===== src/rtl/muldiv_rs_pkg.sv =====
// ---------------------------------------------------------------------------
// muldiv_rs_pkg
// Local helpers for the mul/div reservation station.
//   age_t       : per-entry age counter, wide enough for DEPTH up to 16
//   age_sat_inc : saturating age increment (used when MULDIV_RS_AGE_EN is set)
// ---------------------------------------------------------------------------
package muldiv_rs_pkg;

    localparam int AGE_W = 4;

    typedef logic [AGE_W-1:0] age_t;

    function automatic age_t age_sat_inc(input age_t a, input age_t lim);
        return (a >= lim) ? lim : a + age_t'(1);
    endfunction

endpackage


===== src/rtl/rv32i_types.sv =====
// ---------------------------------------------------------------------------
// rv32i_types
// Shared RV32 pipeline types used by the rename/dispatch, reservation
// stations and the common data bus (CDB).
//   rs_entry_t : payload held by a reservation-station entry
//   cdb_t      : one result broadcast on the common data bus
//   F3_*       : funct3 encodings of the M-extension mul/div operations
// ---------------------------------------------------------------------------
package rv32i_types;

    localparam int AR_W  = 5;   // architectural register index
    localparam int PR_W  = 6;   // physical register index
    localparam int ROB_W = 4;   // reorder-buffer index

    localparam logic [2:0] F3_MUL    = 3'b000;
    localparam logic [2:0] F3_MULH   = 3'b001;
    localparam logic [2:0] F3_MULHSU = 3'b010;
    localparam logic [2:0] F3_MULHU  = 3'b011;
    localparam logic [2:0] F3_DIV    = 3'b100;
    localparam logic [2:0] F3_DIVU   = 3'b101;
    localparam logic [2:0] F3_REM    = 3'b110;
    localparam logic [2:0] F3_REMU   = 3'b111;

    typedef struct packed {
        logic [2:0]       funct3;
        logic [ROB_W-1:0] rob_id;
        logic [AR_W-1:0]  rd_addr;
        logic [PR_W-1:0]  pd_addr;
        logic [PR_W-1:0]  ps1_addr;
        logic [PR_W-1:0]  ps2_addr;
        logic             ps1_ready;
        logic             ps2_ready;
    } rs_entry_t;

    typedef struct packed {
        logic             ready;
        logic [ROB_W-1:0] rob_id;
        logic [PR_W-1:0]  pr_dest;
        logic [31:0]      rd_data;
    } cdb_t;

endpackage


===== src/rtl/muldiv_rs_if.sv =====
// ---------------------------------------------------------------------------
// muldiv_rs_if
// Bundle between rename/dispatch, the CDB, the divider and the mul/div
// reservation station.
//   flush                          : pipeline flush (mispredict)
//   dispatch_valid/entry/ready     : dispatch handshake into the station
//   cdb[NUM_CDB]                   : result broadcasts used for wakeup
//   rs_entry_valid/dout, issue_ready : issue handshake towards the divider
// master = dispatch/CDB/divider side, slave = reservation station.
// ---------------------------------------------------------------------------
interface muldiv_rs_if #(
    parameter int NUM_CDB = 2
);
    import rv32i_types::*;

    logic      flush;
    logic      dispatch_valid;
    rs_entry_t dispatch_entry;
    logic      dispatch_ready;
    cdb_t      cdb [NUM_CDB];
    logic      rs_entry_valid;
    rs_entry_t rs_entry_dout;
    logic      issue_ready;

    modport master (
        output flush, dispatch_valid, dispatch_entry, cdb, issue_ready,
        input  dispatch_ready, rs_entry_valid, rs_entry_dout
    );

    modport slave (
        input  flush, dispatch_valid, dispatch_entry, cdb, issue_ready,
        output dispatch_ready, rs_entry_valid, rs_entry_dout
    );

endinterface


===== src/rtl/muldiv_rs_select.sv =====
// ---------------------------------------------------------------------------
// muldiv_rs_select
// Combinational issue picker: eligible vector -> one-hot grant + valid.
// With MULDIV_RS_AGE_EN defined the oldest (highest age) eligible entry wins,
// ties to the lowest index; otherwise the lowest-index eligible entry wins.
// Ports:
//   elig_i  : per-entry eligible flags
//   age_i   : per-entry ages (only with MULDIV_RS_AGE_EN)
//   grant_o : one-hot selected entry
//   valid_o : any entry eligible
// ---------------------------------------------------------------------------
module muldiv_rs_select
    import muldiv_rs_pkg::*;
#(
    parameter int DEPTH = 4
) (
    input  logic [DEPTH-1:0] elig_i,
`ifdef MULDIV_RS_AGE_EN
    input  age_t             age_i [DEPTH],
`endif
    output logic [DEPTH-1:0] grant_o,
    output logic             valid_o
);

    logic found;
`ifdef MULDIV_RS_AGE_EN
    age_t best_age;
`endif

    always_comb begin
        grant_o = '0;
        found   = 1'b0;
`ifdef MULDIV_RS_AGE_EN
        best_age = '0;
        // Strict '>' keeps the lower index on equal ages.
        for (int i = 0; i < DEPTH; i++) begin
            if (elig_i[i] && (!found || age_i[i] > best_age)) begin
                found      = 1'b1;
                best_age   = age_i[i];
                grant_o    = '0;
                grant_o[i] = 1'b1;
            end
        end
`else
        for (int i = 0; i < DEPTH; i++) begin
            if (elig_i[i] && !found) begin
                found      = 1'b1;
                grant_o[i] = 1'b1;
            end
        end
`endif
        valid_o = found;
    end

endmodule


===== src/rtl/muldiv_rs.sv =====
// ---------------------------------------------------------------------------
// muldiv_rs
// Reservation station in front of the mul/div unit. Holds DEPTH entries,
// wakes source operands from NUM_CDB result broadcasts and presents one
// ready entry per cycle to the divider.
// Ports:
//   clk  : clock, rising edge
//   rst  : synchronous active-high reset (clears valid bits and ages)
//   bus  : muldiv_rs_if.slave (dispatch, CDB, issue and flush signals)
// Optional feature: define MULDIV_RS_AGE_EN for oldest-first selection
// (per-entry saturating age counters); default is lowest-index selection.
// ---------------------------------------------------------------------------
module muldiv_rs
    import rv32i_types::*;
    import muldiv_rs_pkg::*;
#(
    parameter int DEPTH   = 4,
    parameter int NUM_CDB = 2
) (
    input  logic        clk,
    input  logic        rst,
    muldiv_rs_if.slave  bus
);

    logic [DEPTH-1:0] valid_q, valid_d;
    rs_entry_t        entry_q [DEPTH];
    rs_entry_t        entry_d [DEPTH];
`ifdef MULDIV_RS_AGE_EN
    localparam age_t AGE_MAX = age_t'(DEPTH - 1);
    age_t             age_q [DEPTH];
    age_t             age_d [DEPTH];
`endif

    logic [DEPTH-1:0] free_oh, elig, grant;
    logic [DEPTH-1:0] wake1, wake2;
    logic             dwake1, dwake2;
    logic             sel_valid, do_dispatch, do_issue, free_found;
    rs_entry_t        disp_entry;

    // Ready/accept decisions depend on registered state only.
    assign bus.dispatch_ready = ~&valid_q;
    assign do_dispatch        = bus.dispatch_valid & bus.dispatch_ready;
    assign do_issue           = sel_valid & bus.issue_ready;

    // Lowest-index free slot.
    always_comb begin
        free_oh    = '0;
        free_found = 1'b0;
        for (int i = 0; i < DEPTH; i++) begin
            if (!valid_q[i] && !free_found) begin
                free_found = 1'b1;
                free_oh[i] = 1'b1;
            end
        end
    end

    // Tag matches against every broadcast, for stored and incoming entries.
    // Physical register 0 never matches; it is always considered ready.
    always_comb begin
        wake1  = '0;
        wake2  = '0;
        dwake1 = 1'b0;
        dwake2 = 1'b0;
        for (int k = 0; k < NUM_CDB; k++) begin
            if (bus.cdb[k].ready) begin
                for (int i = 0; i < DEPTH; i++) begin
                    if (entry_q[i].ps1_addr != '0 && bus.cdb[k].pr_dest == entry_q[i].ps1_addr)
                        wake1[i] = 1'b1;
                    if (entry_q[i].ps2_addr != '0 && bus.cdb[k].pr_dest == entry_q[i].ps2_addr)
                        wake2[i] = 1'b1;
                end
                if (bus.dispatch_entry.ps1_addr != '0 &&
                    bus.cdb[k].pr_dest == bus.dispatch_entry.ps1_addr)
                    dwake1 = 1'b1;
                if (bus.dispatch_entry.ps2_addr != '0 &&
                    bus.cdb[k].pr_dest == bus.dispatch_entry.ps2_addr)
                    dwake2 = 1'b1;
            end
        end
    end

    always_comb begin
        disp_entry = bus.dispatch_entry;
        if (bus.dispatch_entry.ps1_addr == '0 || dwake1) disp_entry.ps1_ready = 1'b1;
        if (bus.dispatch_entry.ps2_addr == '0 || dwake2) disp_entry.ps2_ready = 1'b1;
    end

    // Issue selection
    always_comb begin
        for (int i = 0; i < DEPTH; i++)
            elig[i] = valid_q[i] & entry_q[i].ps1_ready & entry_q[i].ps2_ready;
    end

    muldiv_rs_select #(
        .DEPTH   (DEPTH)
    ) u_select (
        .elig_i  (elig),
`ifdef MULDIV_RS_AGE_EN
        .age_i   (age_q),
`endif
        .grant_o (grant),
        .valid_o (sel_valid)
    );

    assign bus.rs_entry_valid = sel_valid;

    always_comb begin
        bus.rs_entry_dout = '0;
        for (int i = 0; i < DEPTH; i++)
            if (grant[i]) bus.rs_entry_dout = entry_q[i];
    end

    // Next state: wakeup, issue, dispatch, then flush overrides validity.
    always_comb begin
        valid_d = valid_q;
        for (int i = 0; i < DEPTH; i++) begin
            entry_d[i] = entry_q[i];
            if (valid_q[i] && wake1[i]) entry_d[i].ps1_ready = 1'b1;
            if (valid_q[i] && wake2[i]) entry_d[i].ps2_ready = 1'b1;
        end
        if (do_issue) valid_d = valid_d & ~grant;
        if (do_dispatch) begin
            for (int i = 0; i < DEPTH; i++) begin
                if (free_oh[i]) begin
                    entry_d[i] = disp_entry;
                    valid_d[i] = 1'b1;
                end
            end
        end
        if (bus.flush) valid_d = '0;
    end

`ifdef MULDIV_RS_AGE_EN
    always_comb begin
        for (int i = 0; i < DEPTH; i++) begin
            age_d[i] = age_q[i];
            if (do_dispatch) begin
                if (free_oh[i])      age_d[i] = '0;
                else if (valid_q[i]) age_d[i] = age_sat_inc(age_q[i], AGE_MAX);
            end
        end
    end
`endif

    // Control state: reset applies here only.
    always_ff @(posedge clk) begin
        if (rst) begin
            valid_q <= '0;
`ifdef MULDIV_RS_AGE_EN
            for (int i = 0; i < DEPTH; i++) age_q[i] <= '0;
`endif
        end else begin
            valid_q <= valid_d;
`ifdef MULDIV_RS_AGE_EN
            for (int i = 0; i < DEPTH; i++) age_q[i] <= age_d[i];
`endif
        end
    end

    // Payload storage is not reset; it is only observed behind a valid bit.
    always_ff @(posedge clk) begin
        for (int i = 0; i < DEPTH; i++) entry_q[i] <= entry_d[i];
    end

endmodule


===== src/flat_wrapper.sv =====
// flat-port wrapper written by rule: the top's interface ports become plain ports
module muldiv_rs_flat import rv32i_types::*; import muldiv_rs_pkg::*;
#(
    parameter int DEPTH   = 4,
    parameter int NUM_CDB = 2
)
  (clk, rst, bus_flush, bus_dispatch_valid, bus_dispatch_entry, bus_cdb, bus_issue_ready, bus_dispatch_ready, bus_rs_entry_valid, bus_rs_entry_dout);
  muldiv_rs_if #(.NUM_CDB(NUM_CDB)) bus_i ();
  input  logic clk;
  input  logic rst;
  input wire logic [$bits(bus_i.flush)-1:0] bus_flush;
  input wire logic [$bits(bus_i.dispatch_valid)-1:0] bus_dispatch_valid;
  input wire logic [$bits(bus_i.dispatch_entry)-1:0] bus_dispatch_entry;
  input wire logic [$bits(bus_i.cdb)-1:0] bus_cdb;
  input wire logic [$bits(bus_i.issue_ready)-1:0] bus_issue_ready;
  output wire logic [$bits(bus_i.dispatch_ready)-1:0] bus_dispatch_ready;
  output wire logic [$bits(bus_i.rs_entry_valid)-1:0] bus_rs_entry_valid;
  output wire logic [$bits(bus_i.rs_entry_dout)-1:0] bus_rs_entry_dout;
  assign bus_i.flush = bus_flush;
  assign bus_i.dispatch_valid = bus_dispatch_valid;
  assign bus_i.dispatch_entry = bus_dispatch_entry;
  assign bus_i.cdb = {>>{bus_cdb}};
  assign bus_i.issue_ready = bus_issue_ready;
  assign bus_dispatch_ready = bus_i.dispatch_ready;
  assign bus_rs_entry_valid = bus_i.rs_entry_valid;
  assign bus_rs_entry_dout = bus_i.rs_entry_dout;
  muldiv_rs #(.DEPTH(DEPTH), .NUM_CDB(NUM_CDB)) u_core (.clk(clk), .rst(rst), .bus(bus_i));
endmodule

===== config.mk =====
export PLATFORM = sky130hd
export DESIGN_NAME = muldiv_rs_flat
export DESIGN_NICKNAME = d
export VERILOG_FILES = /design/src/rtl/muldiv_rs_pkg.sv /design/src/rtl/rv32i_types.sv /design/src/rtl/muldiv_rs_if.sv /design/src/rtl/muldiv_rs_select.sv /design/src/rtl/muldiv_rs.sv /design/src/flat_wrapper.sv
export SDC_FILE = /design/constraint.sdc
export NUM_CORES = 1
export LEC_CHECK = 0
export BUFFER_PORTS_ARGS = -buffer_cell sky130_fd_sc_hd__buf_2
export CAP_MARGIN = 20
export CORE_AREA = 2 2 120 122
export DETAILED_ROUTE_END_ITERATION = 7
export DIE_AREA = 0 0 122 124
export PLACE_DENSITY = 0.75
export SYNTH_ARGS = -nofsm -noshare
export SYNTH_HDL_FRONTEND = slang
export SYNTH_SLANG_ARGS = --single-unit

===== constraint.sdc =====
create_clock -name clk -period 3.7 [get_ports clk]
set_clock_uncertainty 0.15 [all_clocks]
set_input_delay 0.37 -clock clk [delete_from_list [all_inputs] [get_ports clk]]
set_output_delay 0.37 -clock clk [all_outputs]
set_load 0.1 [all_outputs]

======== Word-level counts from Yosys, hierarchy flattened ========
Memories as Yosys holds them, arrays and structs flattened.
Cells that the tools add are included.
word-level totals
  memory bits (writable) .................. 128
  output and inout bits ................... 34
  register bits after elaboration ......... 4
  memories ................................ 1
memory list
  memory          words  bits a word  read ports  clocked after memory_dff  wr ports  RTL line         RTL
  u_core.entry_q  4      32           4           0                         4         muldiv_rs.sv:26  rs_entry_t entry_q [DEPTH];
cells by class
  equality and inequality tests ........... 20
  bitwise operators ....................... 12
  muxes and demuxes ....................... 66
  reductions and logical operators ........ 59
operator list
  kind                 number
  2-to-1 mux 32 bit    8
  2-to-1 mux 128 bit   1
  equality test 6 bit  20
  nonzero test 6 bit   10
  2-to-1 mux 1 bit     51
  logical AND 1 bit    34
  2-to-1 mux 4 bit     6
  zero test 6 bit      2
  bitwise AND 1 bit    10
  zero test 1 bit      9
  bitwise AND 4 bit    1
  inverter 4 bit       1
  AND reduction 4 bit  1
  logical OR 1 bit     2
  OR reduction 2 bit   1

======== Depth between registers and ports, before layout ========
  depth after elaboration ................. 17
  gate-level depth with buffers ........... 7

======== Hierarchy ========
From an unflattened synthesis, not the netlist that was laid out.
unflattened totals
  cells, all modules ...................... 566
  area, all modules ....................... 6627.6 um^2
by module, submodules not included
  module            seq. area each (um^2)  cells an instance  area each (um^2)  times used
  muldiv_rs         3843.7                 561                6590.1            1
  muldiv_rs_select  0.0                    5                  37.5              1

======== Worst setup path after synthesis ========
OpenSTA, ideal clock, no wires.
  path kind ............................... register to register
  start ................................... register, netlist name u_core.valid_q[1]
  end ..................................... memory u_core.entry_q[3][10] in the netlist's numbering, enable pin
  path buffers ............................ 0
  data arrival time ....................... 3024 ps
  setup time .............................. 473 ps
  cell stages (with the launch flop) ...... 3
  required time ........................... 3077 ps
  clock period less this slack ............ 3647 ps
  path slack .............................. 53 ps
  path through ............................ dfxtp_1 nand3_1 nor3b_1
RTL lines
  what       RTL line
  to (decl)  muldiv_rs.sv:26

======== Worst setup path in the final report ========
  start ................................... register u_core.valid_q[3]
  end ..................................... output bus_rs_entry_dout[7]
between the ends
  cells in the longest elaborated chain, start to end .. 5
RTL lines
  what                            RTL line                RTL
  from (decl)                     muldiv_rs.sv:25         logic [DEPTH-1:0] valid_q, valid_d;
  from (signal assigned)          muldiv_rs.sv:153        valid_q <= valid_d;
  bitwise AND 1 bit (2 in a row)  muldiv_rs.sv:91         elig[i] = valid_q[i] & entry_q[i].ps1_ready & entry_q[i].ps2_ready;
  logical AND 1 bit               muldiv_rs_select.sv:46  if (elig_i[i] && !found) begin
  2-to-1 mux 1 bit                muldiv_rs_select.sv:46
  2-to-1 mux 32 bit               muldiv_rs.sv:110        if (grant[i]) bus.rs_entry_dout = entry_q[i];
  to (decl)                       flat_wrapper.sv:18      output wire logic [$bits(bus_i.rs_entry_dout)-1:0] bus_rs_entry_dout;
Every way passes these cells.

==> out/metrics.cfg <==
[final_layout]
fin_cells=771
most-common-layout-cells=120 x edfxtp_1, 108 x xnor2_1, 84 x buf_2
nNetsFinal=701
postLayoutCellArea_um2=7760
diodes=0
final_common_cell=edfxtp_1
area_delta_synth_final_pct=17.3
num-fill-cells=1121
multiInputGateArea_um2=2590
register_area_um2=3840
drive_gt1_frac=0.281

[route]
vias=4737
viasPerCell=6.14
drt_iter0_drc=491
routedWlPerCell_um=21.9
first_pass_iters=5
drtAntennaViolNets=0
wirelength_mm=16.9
post-route-drc-count=0

[global_route]
grt_usage=0.231
grt_remaining_overflow=0
grt_pass1_vias=4640
grt_pass1_wl_mm=25.8
antenna_found_initial=0
grt_max_degree=64

[critical_path]
path_max_fanout=27
crit_type=reg -> out
crit_path_start=u_core.valid_q[3]
crit_end=bus_rs_entry_dout[7]
endpoint_kind=output port
worstSetupStartpointType=flip-flop
r2r_cells=4
critPathArrivalTime_ns=2.77
r2r-start=u_core.valid_q[0]
critPathRequiredTime_ns=3.18
reg2reg_to=u_core.valid_q[1]
r2r_slack_ns=1.50

[cts]
htree_num_levels=4
cts_buffers=17
clockBufferDepth=2
cts_tree=yes
clock_latency_ns=0.42
clk_pin_slew_ns=0.06
cts_root_buffer=clkbuf_16
cts_sinks=132
post_cts_resized=0

[synth]
seq_area_frac_synth=0.581
synth_nets=618
synth_cells=495
synth.distinct_cells=33
synth_area_leaders=edfxtp_1 54%, xnor2_1 14%, a22oi_2 5.7%
syn_area_um2=6620
synth_area_per_cell_um2=13.4
yosys_warnings=0
synth_top_area_frac=0.545
ys_ff_latch=132
yosysTopAreaCell=edfxtp_1

[sta]
setup_tns_ns=0
fin_crit_sh=0.890
rsz0062_at_grt=false
maxSlewViolCount=0
min_period_ns=3.29
fmax_ghz=0.304
finalSetupViolCount=0
relSlewSlack=0.372
worst_slew_pin_slew_ns=0.942
finalHoldViolCount=0

[floorplan]
pin_count=157
die-area_um2=15100
die_width_um=122
coreArea_um2=13700
initial_core_util=0.482
rows=43
die-height_um=124

[placement]
place_inst=737
place_congestion=0.921
hpwl_mm=10.9
post_dp_cell_area_um2=7170
portBuffers=84

[min_path]
min_path_type=in -> reg

[power_and_ir_drop]
total_power_w=0.00359
cellPowerDensity_nw_per_um2=462
p_int_w=0.00266
pwr-share-seq=0.473
power_switching_w=0.000925
ir_worst_vdd_mv=0.309
p_sw_frac=0.258
clkPwrFrac=0.439
p_leak_nw=2.61
p_comb_frac=0.087

[status]
outcome=complete, no violations

[run]
drv_cap=0

## worst max-delay path, cell delays in order, from the launching register on
cell     delay [ns]
dfxtp_1        0.54
nand3_2        0.20
nor4_4         0.49
buf_4          0.44
a221o_1        0.25
buf_2          0.44
## Yosys cell counts
library cell,instances
nand3_1,22
nand2_1,9
o311ai_0,2
a21oi_1,9
nand3_2,1
o22ai_1,8
xnor2_1,108
a221o_1,30
buf_4,10
and3_1,3
clkbuf_1,6
and3b_1,1
nand4_1,21
xor2_1,12
nor2_2,1
dfxtp_1,12
buf_2,12
or4_1,4
nand3b_1,1
a2111oi_0,1
nor3b_1,1
nor4_2,2
nor4_4,1
nor3_1,5
edfxtp_1,120
a22oi_2,30
inv_1,1
o211ai_1,2
a311oi_1,6
nand2b_1,1
nor2_1,39
buf_6,4
nor4_1,10
## per-stage QoR
step / setup WS, ns / util / hold slack (ns)
2_1_floorplan: 0.0529 / - / 0.296
3_3_place_gp: 0.830 / 0.522 / 0.308
3_5_place_dp: 0.828 / 0.522 / 0.317
4_1_cts: 0.369 / 0.563 / 0.00312
5_1_grt: 0.272 / 0.566 / 0.0120
6_report: 0.406 / 0.566 / 0.0195
## how the worst min path moves through the flow
stage,from,endpoint,slack (ns),cells after the start
after floorplan,u_core.entry_q[0][1],u_core.entry_q[0][1],0.30,2
after global placement,u_core.entry_q[0][1],u_core.entry_q[0][1],0.31,2
after detailed placement,u_core.entry_q[0][1],u_core.entry_q[0][1],0.32,2
after CTS,bus_dispatch_entry[23],u_core.entry_q[0][23],0.003,1
after global routing,bus_dispatch_entry[16],u_core.entry_q[3][16],0.01,1
final,bus_dispatch_entry[28],u_core.entry_q[2][28],0.02,1
## metal layers
metal  share of wire  vias to the layer above  GRT usage  routed length, um
met3           0.079                       38     0.0426               1340
met4           0.025                        0      0.107                415
met1            0.41                     2372      0.298               6910
met5               0                        -          0                  0
li1                -                     2085          -                  -
met2            0.49                      242      0.382               8210
## cell type report
type,instances,share of cell area
timing repair buffer,96,0.0703
tap,180,0.0290
clock buffer,17,0.0548
sequential,132,0.495
multi-input combinational,330,0.333
clock inverter,15,0.0172
inverter,1,0.000483
## state kept, by name (all words and copies together), names as in the netlist
signal,flops
u_core.entry_q,128
u_core.valid_q,4
## logic make-up (layout without fill, tap and decap cells)
| logic type | count (synthesis) | in the layout | synth area share |
|---|---|---|---|
| compound gates | 88 | 88 | 0.131 |
| xor+xnor | 120 | 120 | 0.159 |
| buf+inv | 33 | 129 | 0.0312 |
| flops | 132 | 132 | 0.581 |
| simple gates | 122 | 122 | 0.0983 |
## power groups by stage
stage          Sequential, W  Combinational [W]  Clock [W]
4_1_cts              0.00170           0.000311    0.00159
5_1_grt              0.00170           0.000334    0.00165
6_report             0.00170           0.000314    0.00158
3_3_place_gp         0.00173           0.000297          0
3_5_place_dp         0.00173           0.000309          0
2_1_floorplan        0.00172           0.000219          0
## timing repair
item                      CTS  global route
setup buffers               0             0
hold endpoints to repair    0             4
hold buffers                0             1
(Power assumes the default switching activity.)
